**src/rtl/piso_serializer.sv**
```systemverilog
// piso_serializer: WIDTH-bit word to MSB-first serial frame with frame-valid strobe; `PISO_PARITY_EN adds an even parity bit.
// Latency: first bit one cycle after load accept; one word per WIDTH+2 cycles (WIDTH+3 with parity).
// Backpressure: load_ready low from accept until the cycle after done; load_valid/d_in ignored meanwhile.
module piso_serializer #(
  parameter int WIDTH = 8
) (
  input  logic             clock,
  input  logic             reset,
  input  logic [WIDTH-1:0] d_in,
  input  logic             load_valid,
  output logic             load_ready,
  output logic             ser_out,
  output logic             ser_valid,
  output logic             busy,
  output logic             done
);

  localparam int CW = (WIDTH > 1) ? $clog2(WIDTH) : 1;
  localparam logic [CW-1:0] CNT_LOAD = CW'(WIDTH - 1);

  generate
    if (WIDTH < 1 || WIDTH > 32) begin : g_bad_width
      $error("piso_serializer: WIDTH must be 1..32");
    end
  endgenerate

`ifdef PISO_PARITY_EN
  typedef enum logic [1:0] {IDLE = 2'd0, SHIFT = 2'd1, PARITY = 2'd2, DONE = 2'd3} state_t;
`else
  typedef enum logic [1:0] {IDLE = 2'd0, SHIFT = 2'd1, DONE = 2'd3} state_t;
`endif

  state_t           state, state_nxt;
  logic [WIDTH-1:0] shreg, shreg_nxt;
  logic [CW-1:0]    cnt, cnt_nxt;
  logic             load_acc;
  logic             ser_out_nxt, ser_valid_nxt, busy_nxt, done_nxt;
`ifdef PISO_PARITY_EN
  logic             par_q, par_nxt;
`endif

  assign load_ready = (state == IDLE) && !reset;
  assign load_acc   = load_valid && load_ready;

  always_comb begin
    state_nxt = state;
    shreg_nxt = shreg;
    cnt_nxt   = cnt;
`ifdef PISO_PARITY_EN
    par_nxt   = par_q;
`endif
    case (state)
      IDLE: begin
        if (load_acc) begin
          shreg_nxt = d_in;
          cnt_nxt   = CNT_LOAD;
          state_nxt = SHIFT;
`ifdef PISO_PARITY_EN
          par_nxt   = ^d_in;
`endif
        end
      end
      SHIFT: begin
        shreg_nxt = shreg << 1;
        // Counter holds at zero; the frame exits from the last bit instead of wrapping.
        if (cnt == '0) begin
`ifdef PISO_PARITY_EN
          state_nxt = PARITY;
`else
          state_nxt = DONE;
`endif
        end else begin
          cnt_nxt = cnt - CW'(1);
        end
      end
`ifdef PISO_PARITY_EN
      PARITY: state_nxt = DONE;
`endif
      DONE:    state_nxt = IDLE;
      default: state_nxt = IDLE;
    endcase

    // Outputs are registered, so they are derived from the state being entered.
    ser_out_nxt   = 1'b0;
    ser_valid_nxt = 1'b0;
    if (state_nxt == SHIFT) begin
      ser_out_nxt   = shreg_nxt[WIDTH-1];
      ser_valid_nxt = 1'b1;
    end
`ifdef PISO_PARITY_EN
    if (state_nxt == PARITY) begin
      ser_out_nxt   = par_nxt;
      ser_valid_nxt = 1'b1;
    end
`endif
    busy_nxt = (state_nxt != IDLE);
    done_nxt = (state_nxt == DONE);
  end

  always_ff @(posedge clock) begin
    if (reset) begin
      state     <= IDLE;
      shreg     <= '0;
      cnt       <= '0;
      ser_out   <= 1'b0;
      ser_valid <= 1'b0;
      busy      <= 1'b0;
      done      <= 1'b0;
`ifdef PISO_PARITY_EN
      par_q     <= 1'b0;
`endif
    end else begin
      state     <= state_nxt;
      shreg     <= shreg_nxt;
      cnt       <= cnt_nxt;
      ser_out   <= ser_out_nxt;
      ser_valid <= ser_valid_nxt;
      busy      <= busy_nxt;
      done      <= done_nxt;
`ifdef PISO_PARITY_EN
      par_q     <= par_nxt;
`endif
    end
  end

endmodule

```
**config.mk**
```make
export PLATFORM = sky130hd
export DESIGN_NAME = piso_serializer
export DESIGN_NICKNAME = d
export VERILOG_FILES = /design/src/rtl/piso_serializer.sv
export SDC_FILE = /design/constraint.sdc
export NUM_CORES = 1
export LEC_CHECK = 0
export CORE_UTILIZATION = 48
export DETAILED_ROUTE_END_ITERATION = 10
export PLACE_DENSITY = 0.76
export SLEW_MARGIN = 15
export SYNTH_ARGS = -nofsm -noshare
export SYNTH_HDL_FRONTEND = slang
export SYNTH_SLANG_ARGS = --single-unit
export TNS_END_PERCENT = 30
```
**constraint.sdc**
```tcl
create_clock -name clock -period 2.3 [get_ports clock]
set_clock_uncertainty 0.2 [all_clocks]
set_input_delay 0.345 -clock clock [delete_from_list [all_inputs] [get_ports clock]]
set_output_delay 0.345 -clock clock [all_outputs]
set_load 0.05 [all_outputs]
```
==> results of run 1 <==
-- final cells by class --
cell class,instances,area (sq um),share of cell area
Inverter,11,41.29,0.04280
Sequential cell,16,320.3,0.3320
Clock buffer,4,36.28,0.03761
Tap cell,16,20.02,0.02075
Multi-Input combinational cell,49,371.6,0.3852
Timing Repair Buffer,17,175.2,0.1816
-- metrics by stage --
step           setup slack (ns)  total power [mW]  std cells
2_1_floorplan            0.5137            0.4687         80
3_3_place_gp             0.3848            0.5181        109
3_5_place_dp             0.3622            0.5246        109
4_1_cts                  0.3492            0.7075        113
5_1_grt                  0.2942            0.7426        113
6_report                 0.3705            0.6962        113
-- path summary, 6_finish.rpt --
kind,from,endpoint,slack (ns),cells past startpoint
worst max-delay path,ser_out,ser_out,0.37,1
worst min register to register,shreg[4],shreg[4],0.26,2
worst max register to register,cnt[0],cnt[2],0.59,6
worst min-delay path,shreg[4],shreg[4],0.26,2
-- layer usage --
metal,up-vias,part of all wire,GRT usage,wire [microns]
li1,310,-,-,-
met1,270,0.50,0.2390,668
met2,10,0.46,0.2688,611
met3,2,0.025,0.05217,34
met4,0,0.014,0.09677,19
met5,-,0,0,0
-- state kept, by name, indices dropped and copies added (netlist names) --
register and cells:
ser_valid 1, cnt 3, shreg 7, state 2
busy 1, ser_out 1, done 1
-- tightest hold or removal path, stage by stage, from the launching register on --
cell      delay, ns
dfxtp_1        0.32
inv_1          0.05
a211oi_1       0.05
-- power breakdown --
part	internal [mW]	switching [mW]	total [mW]	leakage (nW)
logic	0.0917	0.0987	0.190	0.230
clock network	0.0962	0.0838	0.180	0.0210
registers	0.308	0.0175	0.326	0.132
total	0.496	0.200	0.696	0.383
-- logic make-up (layout without fill, tap and decap cells) --
| kind of cell | Yosys count | in the layout | synth area share |
|---|---|---|---|
| AOI/OAI and AO/OA | 22 | 22 | 0.2029 |
| adders and majority gates | 2 | 2 | 0.03273 |
| buffers and inverters | 15 | 32 | 0.09491 |
| DFF | 16 | 16 | 0.4190 |
| and+or+nand+nor | 25 | 25 | 0.2504 |
-- layout by cell type, fill, tap and decap left out, drive strengths merged, types with 2 or more instances in the layout --
| master | Yosys | layout |
|---|---|---|
| clkbuf | 1 | 4 |
| nand2b | 3 | 3 |
| buf | 3 | 3 |
| clkdlybuf4s50 | 0 | 14 |
| nor2 | 5 | 5 |
| nor3b | 2 | 2 |
| inv | 11 | 11 |
| or2 | 2 | 2 |
| ha | 2 | 2 |
| or3b | 6 | 6 |
| a211oi | 6 | 6 |
| or2b | 3 | 3 |
| a21oi | 10 | 10 |
| dfxtp | 16 | 16 |
| a221oi | 2 | 2 |
==> run_results.csv, run 1 <==
group,metric,value,unit
timing,hold_viol,0,
worst_setup_path,end_kind,"output pin",
logic_synthesis,synth_nets,93,
logic_synthesis,netlist-cell-type-count,25,
worst_setup_path,crit_chain,"clkdlybuf4s50_1",
cts,clk_pin_slew_worst_paths,0.09,ns
worst_setup_path,critPathTopFamily,"buffers and inverters",
cts,cts_resized,0,
die,die_area,1756,sq um
logic_synthesis,synthesis.area,764.5,sq um
routing,ant_nets,0,
cts,clk_root_buffer_cell,"clkbuf_4",
routing,drt_first_pass_iters,3,
cts,cts_max_path_buffers,2,
worst_setup_path,cp_data_arrival_time,1.38,ns
run,maxCapViolCount,0,
placement,dp_hpwl,963.2,microns
routing,routed_wirelength,1.334,mm
worst_setup_path,start_kind,"flop",
cts,holdBufCountCts,0,
layout,insertedDiodeCount,0,
die,ios,16,
power,p_leak,0.3833,nW
logic_synthesis,synth_area_leaders,"dfxtp_1 (42%), or3b_1 (6.9%), a21oi_1 (5.9%), a211oi_1 (5.9%), inv_1 (5.4%)",
timing,timing.hold.ws,0.2567,ns
layout,finalInstanceArea,964.7,sq um
global_routing,antenna_found_initial,0,
routing,wl_per_cell,11.81,microns
worst_setup_path,crit_slowest_cell,"clkdlybuf4s50_1",
placement,port_buffers,15,
timing,setup_violations,0,
routing,dr.first_iter.drc_count,3,
global_routing,grt.total_usage,0.1820,
logic_synthesis,synth_async_sr_flop_share,0,
layout,n_fill_cell,139,
logic_synthesis,ys_warn_count,0,
timing,worst_pin_slew,0.5019,ns
timing,max_freq,518.3,MHz
layout,final_core_util,0.6479,
cts,cts_tree,"built",
die,coreArea,1489,sq um
worst_setup_path,worstPathMaxFanout,1,
global_routing,grt_pass1_wl,2.373,mm
layout,fin_nets,111,
logic_synthesis,synth_top_area_share,0.4190,
worst_setup_path,timing.critical_path.buf_inv,1,
timing,finalCritPeriodShare,0.8389,
die,fp.dieH,41.91,microns
cts,cts_sinks,16,
logic_synthesis,synth_most_common_cell,"dfxtp_1",
timing,slew_headroom,0.6643,
placement,gp_congestion,0.7268,
routing,vias_per_cell,5.239,
logic_synthesis,yosys.area.top_type,"dfxtp_1",
layout,area_growth,26.19,%
logic_synthesis,yosysSeqAreaShare,0.4190,
timing,finalCriticalPeriod,1.930,ns
logic_synthesis,ys.flop_type,"dfxtp_1",
timing,slew_viol_final,0,
die,row_count,14,
logic_synthesis,ys_ff_latch,16,
global_routing,grt_overflow_total,0,
timing,fin_tns_setup,0,ns
hold_path,hold_class,"flop to flop",
worst_setup_path,crit_required,1.75,ns
global_routing,grt_pass1_vias,555,
worst_setup_path,crit_type,"flop to output pin",
cts,cts_buffers,3,
routing,drc,0,
placement,place_area,928.4,sq um
layout,layout-drive-gt1-share,0.1443,
run_status,status,"finished, final reports clean",
logic_synthesis,syn_inst,80,
cts,worstSkewPairLatency,0.28,ns
routing,vias,592,
logic_synthesis,synth_common_cells,"dfxtp_1 (16), inv_1 (11), a21oi_1 (9)",
worst_setup_path,critPathMaxStageDelay,0.79,ns
cts,postCtsSetupBuffers,0,
global_routing,grt_max_degree,19,
cts,htreeDepth,1,
timing,rsz0062_at_grt,"no",
power,peakVddDrop,0.4020,mV
die,die-width,41.91,microns
power,p_per_area,721.7,nW/um^2
die,start_util,0.5134,
logic_synthesis,synth_edf_count,0,
logic_synthesis,synth.avg_cell_area,9.556,sq um
Power figures use the tool's default switching activity.
==> inputs of run 2 (changes only) <==
==> constraint.sdc (replaced) <==
create_clock -name clock -period 1.8 [get_ports clock]
set_clock_uncertainty 0.2 [all_clocks]
set_input_delay 0.27 -clock clock [delete_from_list [all_inputs] [get_ports clock]]
set_output_delay 0.27 -clock clock [all_outputs]
set_load 0.05 [all_outputs]
==> run_results.csv, run 2 (same netlist as run 1, synthesis figures left out) <==
group,metric,value,unit
placement,gp_congestion,0.7293,
worst_setup_path,end_kind,"output pin",
global_routing,grt_overflow_total,0,
power,p_sw,0.2729,mW
routing,ant_nets,0,
routing,wl_per_cell,12.79,microns
worst_setup_path,crit_slowest_cell,"clkdlybuf4s50_1",
cts,clk_pin_slew_worst_paths,0.09,ns
routing,vias,617,
layout,regMostFlops,"shreg",
timing,slew_headroom,0.7828,
die,die_area,1756,sq um
layout,final_cell_mix,"dfxtp_1 (16), inv_1 (11), clkdlybuf4s50_1 (10), buf_4 (10), a21oi_1 (9)",
layout,fin_cells,117,
routing,dr.first_iter.drc_count,7,
power,p_leak,0.4123,nW
die,die-width,41.91,microns
layout,finalInstanceArea,993.5,sq um
routing,drc,0,
die,coreArea,1489,sq um
worst_setup_path,timing.critical_path.buf_inv,2,
layout,final_common_cell,"dfxtp_1",
die,start_util,0.5134,
layout,layout-drive-gt1-share,0.2376,
placement,dp.cells,111,
cts,htreeDepth,1,
worst_setup_path,critPathTopFamily,"buffers and inverters",
placement,port_buffers,15,
global_routing,grt.total_usage,0.1973,
worst_setup_path,cp_data_arrival_time,1.26,ns
run_status,status,"finished, final reports clean",
timing,max_freq,577.2,MHz
timing,worst_pin_slew,0.3253,ns
global_routing,grt_pass1_wl,2.497,mm
placement,dp_hpwl,1.027,mm
die,fp.dieH,41.91,microns
power,swShare,0.2975,
placement,place_area,933.4,sq um
cts,cts_buffers,3,
layout,biggestRegsByFlops,"shreg: 7 flops, cnt: 3 flops, state: 2 flops",
worst_setup_path,worstPathMaxFanout,4,
timing,finalCriticalPeriod,1.733,ns
die,row_count,14,
power,pwr-share-seq,0.452,
routing,vias_per_cell,5.274,
power,peakVddDrop,0.5366,mV
timing,fin_tns_setup,0,ns
cts,holdBufCountCts,0,
layout,area_growth,29.95,%
power,fin_total_pwr,0.9174,mW
timing,setup_violations,0,
worst_setup_path,start_kind,"input pin",
layout,insertedDiodeCount,0,
worst_setup_path,crit_required,1.33,ns
routing,routed_wirelength,1.496,mm
worst_setup_path,crit_type,"input pin to output pin",
timing,slew_viol_final,0,
layout,fin_nets,115,
run,maxCapViolCount,0,
routing,drt_first_pass_iters,4,
power,pwr-share-clk,0.258,
global_routing,grt_max_degree,13,
cts,cts_max_path_buffers,2,
global_routing,grt_pass1_vias,569,
cts,cts_tree,"built",
cts,worstSkewPairLatency,0.29,ns
worst_setup_path,critPathMaxStageDelay,0.42,ns
layout,largest_reg_flops,7,
timing,finalCritPeriodShare,0.9625,
cts,clk_root_buffer_cell,"clkbuf_4",
global_routing,antenna_found_initial,0,
cts,cts_sinks,16,
hold_path,hold_class,"flop to flop",
worst_setup_path,crit_chain,"clkdlybuf4s50_1 > or2_4 > nor2_2 > buf_12",
die,ios,16,
timing,hold_viol,0,
power,pwr-share-comb,0.290,
power,internal_power,0.6444,mW
power,p_per_area,923.4,nW/um^2
## run 2: cell count changes in the layout (fill, tap and decap cells not counted), sizes merged
cell	change
clkdlybuf4s50	-4
buf	+8
## run 2: area by class of cell
cell class / instances / area, sq um
clock buffer: 4 / 36.28
fill: 130 / 495.5
inverter: 11 / 41.29
multi-input combinational: 49 / 380.4
sequential: 16 / 320.3
tap: 16 / 20.02
timing repair buffer: 21 / 195.2
## run 2: final timing paths
check	startpoint	end	slack, ns	cells past startpoint
hold reg to reg	shreg[4]	shreg[4]	0.26	2
setup reg to reg	cnt[0]	cnt[0]	0.13	7
setup / recovery	reset	load_ready	0.07	4
hold / removal	shreg[4]	shreg[4]	0.26	2
## run 2: worst register-to-register path: cells and delay by family, from the launching register on
kind	cells	cell delay (ns)
AND/OR/NAND/NOR	1	0.26
AO/OA/AOI/OAI	2	0.14
buffers and inverters	2	0.21
adder cells (fa/ha/maj)	2	0.44
flip-flops	1	0.34
## run 2: timing repair
item,4_1_cts,5_1_grt
gates resized for setup,0,2
endpoints found under the setup margin,0,3
setup buffers,0,2
## run 2: power by group through the flow
stage | Combinational (mW) | Sequential (mW) | Clock, mW
after floorplan | 0.156 | 0.443 | 0
after global placement | 0.244 | 0.420 | 0
after detailed placement | 0.250 | 0.423 | 0
after CTS | 0.253 | 0.415 | 0.246
after global routing | 0.291 | 0.420 | 0.260
final | 0.266 | 0.415 | 0.237
## run 2: metrics by stage
stage                     setup WS, ns  hold WS, ns  utilization
after detailed placement     -0.008375       0.2481       0.6269
final                          0.06747       0.2594       0.6672
after CTS                      0.02589       0.2651       0.6513
after floorplan                 0.1185       0.2263            -
after global routing          -0.01185       0.2900       0.6672
after global placement         0.03214       0.2381       0.6269
## run 2: layer usage
layer | wire, microns | vias to the layer above | part of all wire | GRT usage
li1 | - | 315 | - | -
met4 | 13 | 0 | 0.0087 | 0.1161
met3 | 45 | 2 | 0.030 | 0.05217
met2 | 759 | 12 | 0.51 | 0.3219
met5 | 0 | - | 0 | 0
met1 | 677 | 288 | 0.45 | 0.2301
